### src/rtl/conv_pkg.sv
// Shared types and constants for the streaming 3x3 window generator.
package conv_pkg;

    localparam int unsigned WIN_SIZE           = 3;
    localparam int unsigned DATA_WIDTH_DEFAULT = 4;

    typedef enum logic {
        S_FILL,
        S_RUN
    } win_state_t;

endpackage

### src/rtl/conv_line_buffer.sv
// One-row line buffer: combinational read of the old value, registered write at the same address.
module conv_line_buffer
    import conv_pkg::*;
#(
    parameter int unsigned IMG_WIDTH  = 8,
    parameter int unsigned DATA_WIDTH = DATA_WIDTH_DEFAULT
) (
    input  logic                         i_clk,
    input  logic                         i_we,
    input  logic [$clog2(IMG_WIDTH)-1:0] i_addr,
    input  logic [DATA_WIDTH-1:0]        i_wdata,
    output logic [DATA_WIDTH-1:0]        o_rdata
);

    logic [DATA_WIDTH-1:0] r_mem [IMG_WIDTH];

    // Contents are never reset; the frame fill overwrites them before use.
    always_ff @(posedge i_clk) begin
        if (i_we) begin
            r_mem[i_addr] <= i_wdata;
        end
    end

    assign o_rdata = r_mem[i_addr];

endmodule

### src/rtl/conv_window_gen.sv
// Streaming 3x3 window generator (valid-mode, no padding) over a raster pixel stream.
// Define CONV_WIN_COORD_EN to add the o_win_row / o_win_col output-map coordinate ports.
module conv_window_gen
    import conv_pkg::*;
#(
    parameter int unsigned DATA_WIDTH = DATA_WIDTH_DEFAULT,
    parameter int unsigned IMG_WIDTH  = 8,
    parameter int unsigned IMG_HEIGHT = 8
) (
    input  logic                                              i_clk,
    input  logic                                              i_rst_n,
    input  logic                                              i_pix_valid,
    input  logic [DATA_WIDTH-1:0]                             i_pix,
    output logic                                              o_pix_ready,
    output logic                                              o_win_valid,
    output logic [0:WIN_SIZE-1][0:WIN_SIZE-1][DATA_WIDTH-1:0] o_window,
    output logic                                              o_win_last,
`ifdef CONV_WIN_COORD_EN
    output logic [$clog2(IMG_HEIGHT)-1:0]                     o_win_row,
    output logic [$clog2(IMG_WIDTH)-1:0]                      o_win_col,
`endif
    input  logic                                              i_win_ready
);

    localparam int unsigned CW = $clog2(IMG_WIDTH);
    localparam int unsigned RW = $clog2(IMG_HEIGHT);
    localparam logic [CW-1:0] COL_LAST = CW'(IMG_WIDTH - 1);
    localparam logic [CW-1:0] COL_TWO  = CW'(2);
    localparam logic [RW-1:0] ROW_LAST = RW'(IMG_HEIGHT - 1);
    localparam logic [RW-1:0] ROW_ONE  = RW'(1);
    localparam logic [RW-1:0] ROW_TWO  = RW'(2);

    win_state_t                                        r_state;
    logic [CW-1:0]                                     r_col;
    logic [RW-1:0]                                     r_row;
    logic                                              r_win_valid;
    logic                                              r_win_last;
    logic [0:WIN_SIZE-1][0:WIN_SIZE-1][DATA_WIDTH-1:0] r_window;
`ifdef CONV_WIN_COORD_EN
    logic [RW-1:0]                                     r_win_row;
    logic [CW-1:0]                                     r_win_col;
`endif

    logic                  w_accept;
    logic                  w_col_end;
    logic                  w_frame_end;
    logic                  w_qualify;
    logic [DATA_WIDTH-1:0] w_lb_a_rdata;
    logic [DATA_WIDTH-1:0] w_lb_b_rdata;

    assign o_pix_ready = !r_win_valid || i_win_ready;
    assign w_accept    = i_pix_valid && o_pix_ready;
    assign w_col_end   = (r_col == COL_LAST);
    assign w_frame_end = w_col_end && (r_row == ROW_LAST);
    // S_RUN is exactly r >= 2, so this marks pixels that complete a full window.
    assign w_qualify   = (r_state == S_RUN) && (r_col >= COL_TWO);

    // lb_a holds the previous row, lb_b the one before it.
    conv_line_buffer #(
        .IMG_WIDTH  (IMG_WIDTH),
        .DATA_WIDTH (DATA_WIDTH)
    ) lb_a (
        .i_clk   (i_clk),
        .i_we    (w_accept),
        .i_addr  (r_col),
        .i_wdata (i_pix),
        .o_rdata (w_lb_a_rdata)
    );

    conv_line_buffer #(
        .IMG_WIDTH  (IMG_WIDTH),
        .DATA_WIDTH (DATA_WIDTH)
    ) lb_b (
        .i_clk   (i_clk),
        .i_we    (w_accept),
        .i_addr  (r_col),
        .i_wdata (w_lb_a_rdata),
        .o_rdata (w_lb_b_rdata)
    );

    always_ff @(posedge i_clk or negedge i_rst_n) begin
        if (!i_rst_n) begin
            r_state     <= S_FILL;
            r_col       <= '0;
            r_row       <= '0;
            r_win_valid <= 1'b0;
            r_win_last  <= 1'b0;
            r_window    <= '0;
`ifdef CONV_WIN_COORD_EN
            r_win_row   <= '0;
            r_win_col   <= '0;
`endif
        end else begin
            if (w_accept) begin
                r_col <= w_col_end ? '0 : r_col + 1'b1;
                if (w_col_end) begin
                    r_row <= (r_row == ROW_LAST) ? '0 : r_row + 1'b1;
                end
                for (int i = 0; i < WIN_SIZE; i++) begin
                    for (int j = 0; j < WIN_SIZE - 1; j++) begin
                        r_window[i][j] <= r_window[i][j+1];
                    end
                end
                r_window[0][WIN_SIZE-1] <= w_lb_b_rdata;
                r_window[1][WIN_SIZE-1] <= w_lb_a_rdata;
                r_window[2][WIN_SIZE-1] <= i_pix;
                r_win_last <= w_qualify && w_frame_end;
                unique case (r_state)
                    S_FILL: if (w_col_end && (r_row == ROW_ONE)) r_state <= S_RUN;
                    S_RUN:  if (w_frame_end) r_state <= S_FILL;
                endcase
            end

            if (w_accept && w_qualify) begin
                r_win_valid <= 1'b1;
`ifdef CONV_WIN_COORD_EN
                r_win_row   <= r_row - ROW_TWO;
                r_win_col   <= r_col - COL_TWO;
`endif
            end else if (i_win_ready) begin
                r_win_valid <= 1'b0;
                r_win_last  <= 1'b0;
            end
        end
    end

    assign o_win_valid = r_win_valid;
    assign o_win_last  = r_win_last;
    assign o_window    = r_window;
`ifdef CONV_WIN_COORD_EN
    assign o_win_row   = r_win_row;
    assign o_win_col   = r_win_col;
`endif

endmodule

### config.mk
export PLATFORM = sky130hd
export DESIGN_NAME = conv_window_gen
export DESIGN_NICKNAME = d
export VERILOG_FILES = /design/src/rtl/conv_pkg.sv /design/src/rtl/conv_line_buffer.sv /design/src/rtl/conv_window_gen.sv
export SDC_FILE = /design/constraint.sdc
export NUM_CORES = 1
export LEC_CHECK = 0
export CAP_MARGIN = 5
export CORE_MARGIN = 4
export CORE_UTILIZATION = 41
export DETAILED_ROUTE_END_ITERATION = 10
export HOLD_SLACK_MARGIN = 0.06
export SETUP_SLACK_MARGIN = 0.15
export SLEW_MARGIN = 20
export SYNTH_ARGS = -nofsm -noshare
export SYNTH_HDL_FRONTEND = slang
export SYNTH_SLANG_ARGS = --single-unit
### constraint.sdc
create_clock -name i_clk -period 3.4 [get_ports i_clk]
set_input_delay 0.68 -clock i_clk [delete_from_list [all_inputs] [get_ports i_clk]]
set_output_delay 0.68 -clock i_clk [all_outputs]
set_load 0.05 [all_outputs]
==> impl_metrics.toml <==
[timing]
setup_tns_ns = 0
setup-violations-final = 0
drv_slew = 0
min_period_ns = 2.83
slew_headroom_pct = 56.8
fmax_ghz = 0.354
finalCritPeriodShare_pct = 83.1
skew_ns = 0.0111
whs_ns = 0.289
grt_setup_unrepaired = "false"
hold_viol = 0
tightestPinTransition_ns = 0.648

[floorplan]
die_area_mm2 = 0.0123
coreArea_mm2 = 0.0103
die_w_um = 111
initial_core_util_pct = 42.0
die_y_um = 111
rows = 37
io_pins = 47

[critical_path]
worstPathArrival_ns = 2.15
cp_max_fo = 5
reg2reg_to = "o_window[12]"
required_ns = 2.72
crit_path_start = "i_win_ready"
setup.worst_path.end = "o_pix_ready"
r2r-start = "r_col[1]"
cp-end-kind = "primary output"
rrSetupSlack_ns = 1.07
r2r_cells = 4
cp-start-kind = "input port"
worst-setup-path-type = "input port to primary output"

[global_route]
grt_pass1_wl_mm = 13.5
grt_pass1_vias = 2534
grt_start_max_net_pins = 46
antenna_found_initial = 0
grt_usage_pct = 13.8
gr-total-overflow = 0

[finish]
area_delta_synth_final_pct = 19.6
fin_cells = 528
n_antenna_cell = 0
final_nets = 400
final_layout_size_suffix_gt1_share_pct = 9.95

[hold_path]
worstHoldPathType = "input port to async pin"

[logic_synthesis]
syn_inst = 332
synth-seq-cells = 109
ys_warn_count = 0
ys_types = 42
synth_top_cell_by_area = "edfxtp_1"
synth_nets = 345
netlist_area_mm2 = 0.00433
synth_area_per_cell_um2 = 13.0
ys_top_cells_by_count = "nand2_1 (99), edfxtp_1 (64), dfrtp_1 (45)"
async_reset_ff_share_pct = 41.3
synth_most_common_cell = "nand2_1"
synth_edf_count = 64
yosys.area.top_type_share_pct = 44.4
yosys-top-cells-area = "edfxtp_1 (44%), dfrtp_1 (26%), nand2_1 (8.6%), mux2i_1 (3.2%), ha_1 (1.4%)"
synthFlopType = "edfxtp_1"
ys_seq_area_share_pct = 70.4

[flow_run]
cap_violations = 0

[cts]
cts-htree-levels = 3
clock_sinks = 109
clock_latency_ns = 0.36
cts-buffers-inserted = 9
cts_tree = "done"
clk_path_buf_depth = 2
cts.repair.resized = 0
cts_hold_buf = 0
root_buffer = "clkbuf_8"
clk_pin_slew_ns = 0.10
cts_setup_buffers = 0

[detailed_routing]
ant_nets = 0
drtIter0Drc = 171
wl_mm = 8.37
drt_first_pass_iters = 5
drcViolationCount = 0
vias_per_cell = 4.95
num_vias = 2614
routedWlPerCell_um = 15.9

[pwr]
powerDensity_mw_per_mm2 = 930
leakage_nw = 2.10
irDropWorstVdd_v = 0.000493

[placed_design]
gp_congestion = 0.813
hpwl_mm = 5.80
dp_cells = 512
io_buffers = 46

[status]
status = "completed"
==> worst min-delay path by stage <==
| stage | cells after the start | endpoint |
|---|---|---|
| floorplan | 0 | o_win_last |
| global placement | 2 | o_window[34] |
| detailed placement | 2 | o_window[11] |
| CTS | 2 | o_window[32] |
| global route | 1 | o_win_last |
| finish | 1 | o_win_last |
==> registers in the layout (all words and copies together) (netlist names) <==
| register | flops |
|---|---|
| r_state | 1 |
| o_win_last | 1 |
| o_win_valid | 1 |
| r_col | 3 |
| lb_a.r_mem | 32 |
| r_row | 3 |
| o_window | 36 |
| lb_b.r_mem | 32 |
==> stage by stage <==
| step | setup WS (ns) | cell area, um2 | utilization, % | total power, mW |
|---|---|---|---|---|
| 3_5_place_dp | 0.569 | 5000 | 48.4 | 4.15 |
| 3_3_place_gp | 0.579 | 5000 | 48.4 | 4.12 |
| 2_1_floorplan | 0.674 | 4330 | - | 3.44 |
| 5_1_grt | 0.524 | 5180 | 50.2 | 5.08 |
| 6_report | 0.574 | 5180 | 50.2 | 4.82 |
| 4_1_cts | 0.569 | 5180 | 50.2 | 4.87 |
==> logic make-up (layout without fill, tap and decap cells) <==
family | count (synthesis) | after routing | synth area share (%)
adders and majority gates | 5 | 5 | 1.44
and+or+nand+nor | 135 | 135 | 12.9
AOI/OAI and AO/OA | 36 | 36 | 6.18
buffers and inverters | 24 | 84 | 2.43
DFF | 109 | 109 | 70.4
muxes | 23 | 23 | 6.70
==> routing by layer <==
layer	global-route usage [%]	routed length [um]	vias up
met4	3.12	75	0
met5	0	0	-
li1	-	-	1282
met1	20.3	4220	1270
met2	20.2	3710	56
met3	4.09	367	6
==> power breakdown <==
part | switching, mW | internal (mW)
clock network | 0.409 | 0.315
registers | 0.224 | 1.83
logic | 1.34 | 0.703
==> layout by cell type, fill, tap and decap left out, types with 3 or more instances in the layout <==
cell type / n
a211o_1: 3
a21oi_1: 3
a311oi_1: 3
a31oi_1: 5
buf_4: 18
clkbuf_1: 3
clkbuf_8: 9
clkdlybuf4s50_1: 45
dfrtp_1: 45
edfxtp_1: 64
ha_1: 5
inv_1: 4
mux2_2: 4
mux2i_1: 14
nand2_1: 99
nand2b_1: 3
nand3_1: 6
nor2_1: 12
nor3_1: 6
o211ai_1: 3
o21ai_0: 3
==> layout make-up <==
| cell class | count | area (um2) |
|---|---|---|
| Multi-Input combinational cell | 199 | 1180 |
| Clock inverter | 3 | 20.0 |
| Clock buffer | 13 | 160 |
| Fill cell | 916 | 5140 |
| Tap cell | 136 | 170 |
| Sequential cell | 109 | 3050 |
| Inverter | 5 | 18.8 |
| Timing Repair Buffer | 63 | 586 |
==> critical path, cell delays in order <==
cell and delay, ns:
clkdlybuf4s50_1 0.47, nand2b_1 0.17, clkdlybuf4s50_1 0.82
Note: power is estimated with default switching activity, not from simulation.
==> variant: new RTL, config.mk and constraints unchanged <==
The option `CONV_WIN_COORD_EN` is turned on by a define.
--- a/src/rtl/conv_window_gen.sv
+++ b/src/rtl/conv_window_gen.sv
@@ -1,5 +1,7 @@
 // Streaming 3x3 window generator (valid-mode, no padding) over a raster pixel stream.
 // Define CONV_WIN_COORD_EN to add the o_win_row / o_win_col output-map coordinate ports.
+`define CONV_WIN_COORD_EN
+
 module conv_window_gen
     import conv_pkg::*;
 #(
Function (old outputs only; new: o_win_col and o_win_row): kept (Yosys induction, for registers that start in step).
==> variant against the unedited design <==
Sequential cell count is 6 higher. Via count is 0.38% lower. Cell area up 15%. Wire length grew 12%. Total power rose by 35%. Area after synthesis grew 9.6%. Clock power rose by 130%. Largest power group is now combinational cells. Worst setup slack worse by 0.0070 ns.
==> variant: results (changes against the unedited design) <==
Logic synthesis
  • Mapped Nets: 300 (was 345)
  • FFs w/ async S/R, synth: 44.35% (was 41.28%)
  • Post-synthesis sequential area ratio: 67.35% (was 70.36%)
  • Synth cell count leaders: 64 x edfxtp_1, 51 x dfrtp_1, 48 x mux2_1 (was 99 x nand2_1, 64 x edfxtp_1, 45 x dfrtp_1)
  • Distinct cells, synth: 40 (was 42)

Setup path
  • R2r startpoint: r_col[0]$_DFFE_PN0P_ (was r_col[1]$_DFFE_PN0P_)
  • Reg2reg end: lb_b.r_mem[6][3]$_DFFE_PP_ (was o_window[12]$_DFFE_PN0P_)
  • Crit Path Max Fanout: 8 (was 5)
  • R2R Setup Slk: 1.01 ns (was 1.07 ns)

Placed design
  • GP Congestion: 0.7530 (was 0.8125)
  • HPWL after detailed placement: 6.389 mm (was 5.797 mm)
  • Port Buf Inserts: 52 (was 46)

Pwr
  • NetSw: 2.547 mW (was 1.972 mW)
  • Max VDD drop: 0.0005720 V (was 0.0004930 V)
  • Leakage: 2.290 nW (was 2.098 nW)

Clock network
  • CTS buffer count: 17 (was 9)
  • Clock root cell: clkbuf_16 (was clkbuf_8)
  • Clock Pin Slew Worst Setup and Hold Paths: 0.05 ns (was 0.10 ns)
  • Worst skew pair latency: 0.41 ns (was 0.36 ns)

Finish
  • Share of cells above drive strength 1: 17.36% (was 9.949%)
  • NumNets Final: 367 (was 400)

Run status
  • Status: finished, final reports clean (unchanged)

Timing
  • Relative slew slack: 43.99% (was 56.80%)
  • Setup Skew: 0.005853 ns (was 0.01110 ns)
  • Hold_ws: 0.3757 ns (was 0.2887 ns)

Routing
  • Vias per cell: 5.146 (was 4.951)
  • DRT Wirelength: 9.363 mm (was 8.370 mm)
  • First-pass detailed-route iteration total: 4 (was 5)

Global route
  • Largest net degree at the start of global routing: 40 (was 46)
  • Vias in the first global route: 2652 (was 2534)
  • Initial antenna violation count: 0 (unchanged)
  • Global-route wire length before repair: 14.90 mm (was 13.48 mm)
==> variant: routing by layer <==
| metal | vias to the layer above | part of all wire (%) | track usage [%] |
|---|---|---|---|
| met3 | 18 | 4.1 | 4.595 |
| li1 | 1212 | - | - |
| met1 | 1311 | 47 | 20.42 |
| met2 | 63 | 47 | 23.61 |
| met4 | 0 | 1.7 | 6.032 |
| met5 | - | 0 | 0 |
==> variant: cell type report <==
cell class	instances	area share, %
multi-input cells	148	23.53
clock inverters	13	2.286
inverters	7	0.5243
well taps	143	2.999
flip-flops and latches	115	53.63
clock buffers	19	7.257
repair buffers	61	9.773
==> variant: cells by family (layout without fill, tap and decap cells) <==
kind of cell | count (synthesis) | in the layout | synth area share, %
AOI/OAI and AO/OA | 37 | 37 | 6.561
xor gates and xnor gates | 1 | 1 | 0.1845
adders and majority gates | 9 | 9 | 2.372
buffers and inverters | 20 | 100 | 3.083
DFF | 115 | 115 | 67.35
muxes | 70 | 70 | 16.15
and+or+nand+nor | 31 | 31 | 4.295
==> variant: worst max-delay path by stage <==
stage / slack [ns] / end
floorplan: 0.97 / lb_a.r_mem[4][0]$_DFFE_PP_
global placement: 0.57 / o_pix_ready
detailed placement: 0.56 / o_pix_ready
CTS: 0.56 / o_pix_ready
global route: 0.51 / o_pix_ready
finish: 0.57 / o_pix_ready
==> variant: power by group through the flow <==
stage | logic, mW | registers [mW] | clock network (mW)
finish | 2.52 | 2.31 | 1.69
global route | 2.67 | 2.38 | 1.80
CTS | 2.55 | 2.33 | 1.72
detailed placement | 2.54 | 2.35 | 0
global placement | 2.52 | 2.34 | 0
floorplan | 1.02 | 3.02 | 0
==> variant: through the flow <==
stage	util (%)	setup WS [ns]	total power, mW	instances	instance area, sq um
floorplan	-	0.9733	4.038	283	4748
global placement	47.46	0.5665	4.858	474	5396
detailed placement	47.46	0.5583	4.898	474	5396
CTS	52.47	0.5578	6.603	506	5966
global route	52.47	0.5063	6.852	506	5966
finish	52.47	0.5674	6.527	506	5966
==> variant: worst max-delay path: cells and delay by family <==
kind / cells / cell delay [ns]
simple gates: 1 / 0.07
buf+inv: 3 / 1.40
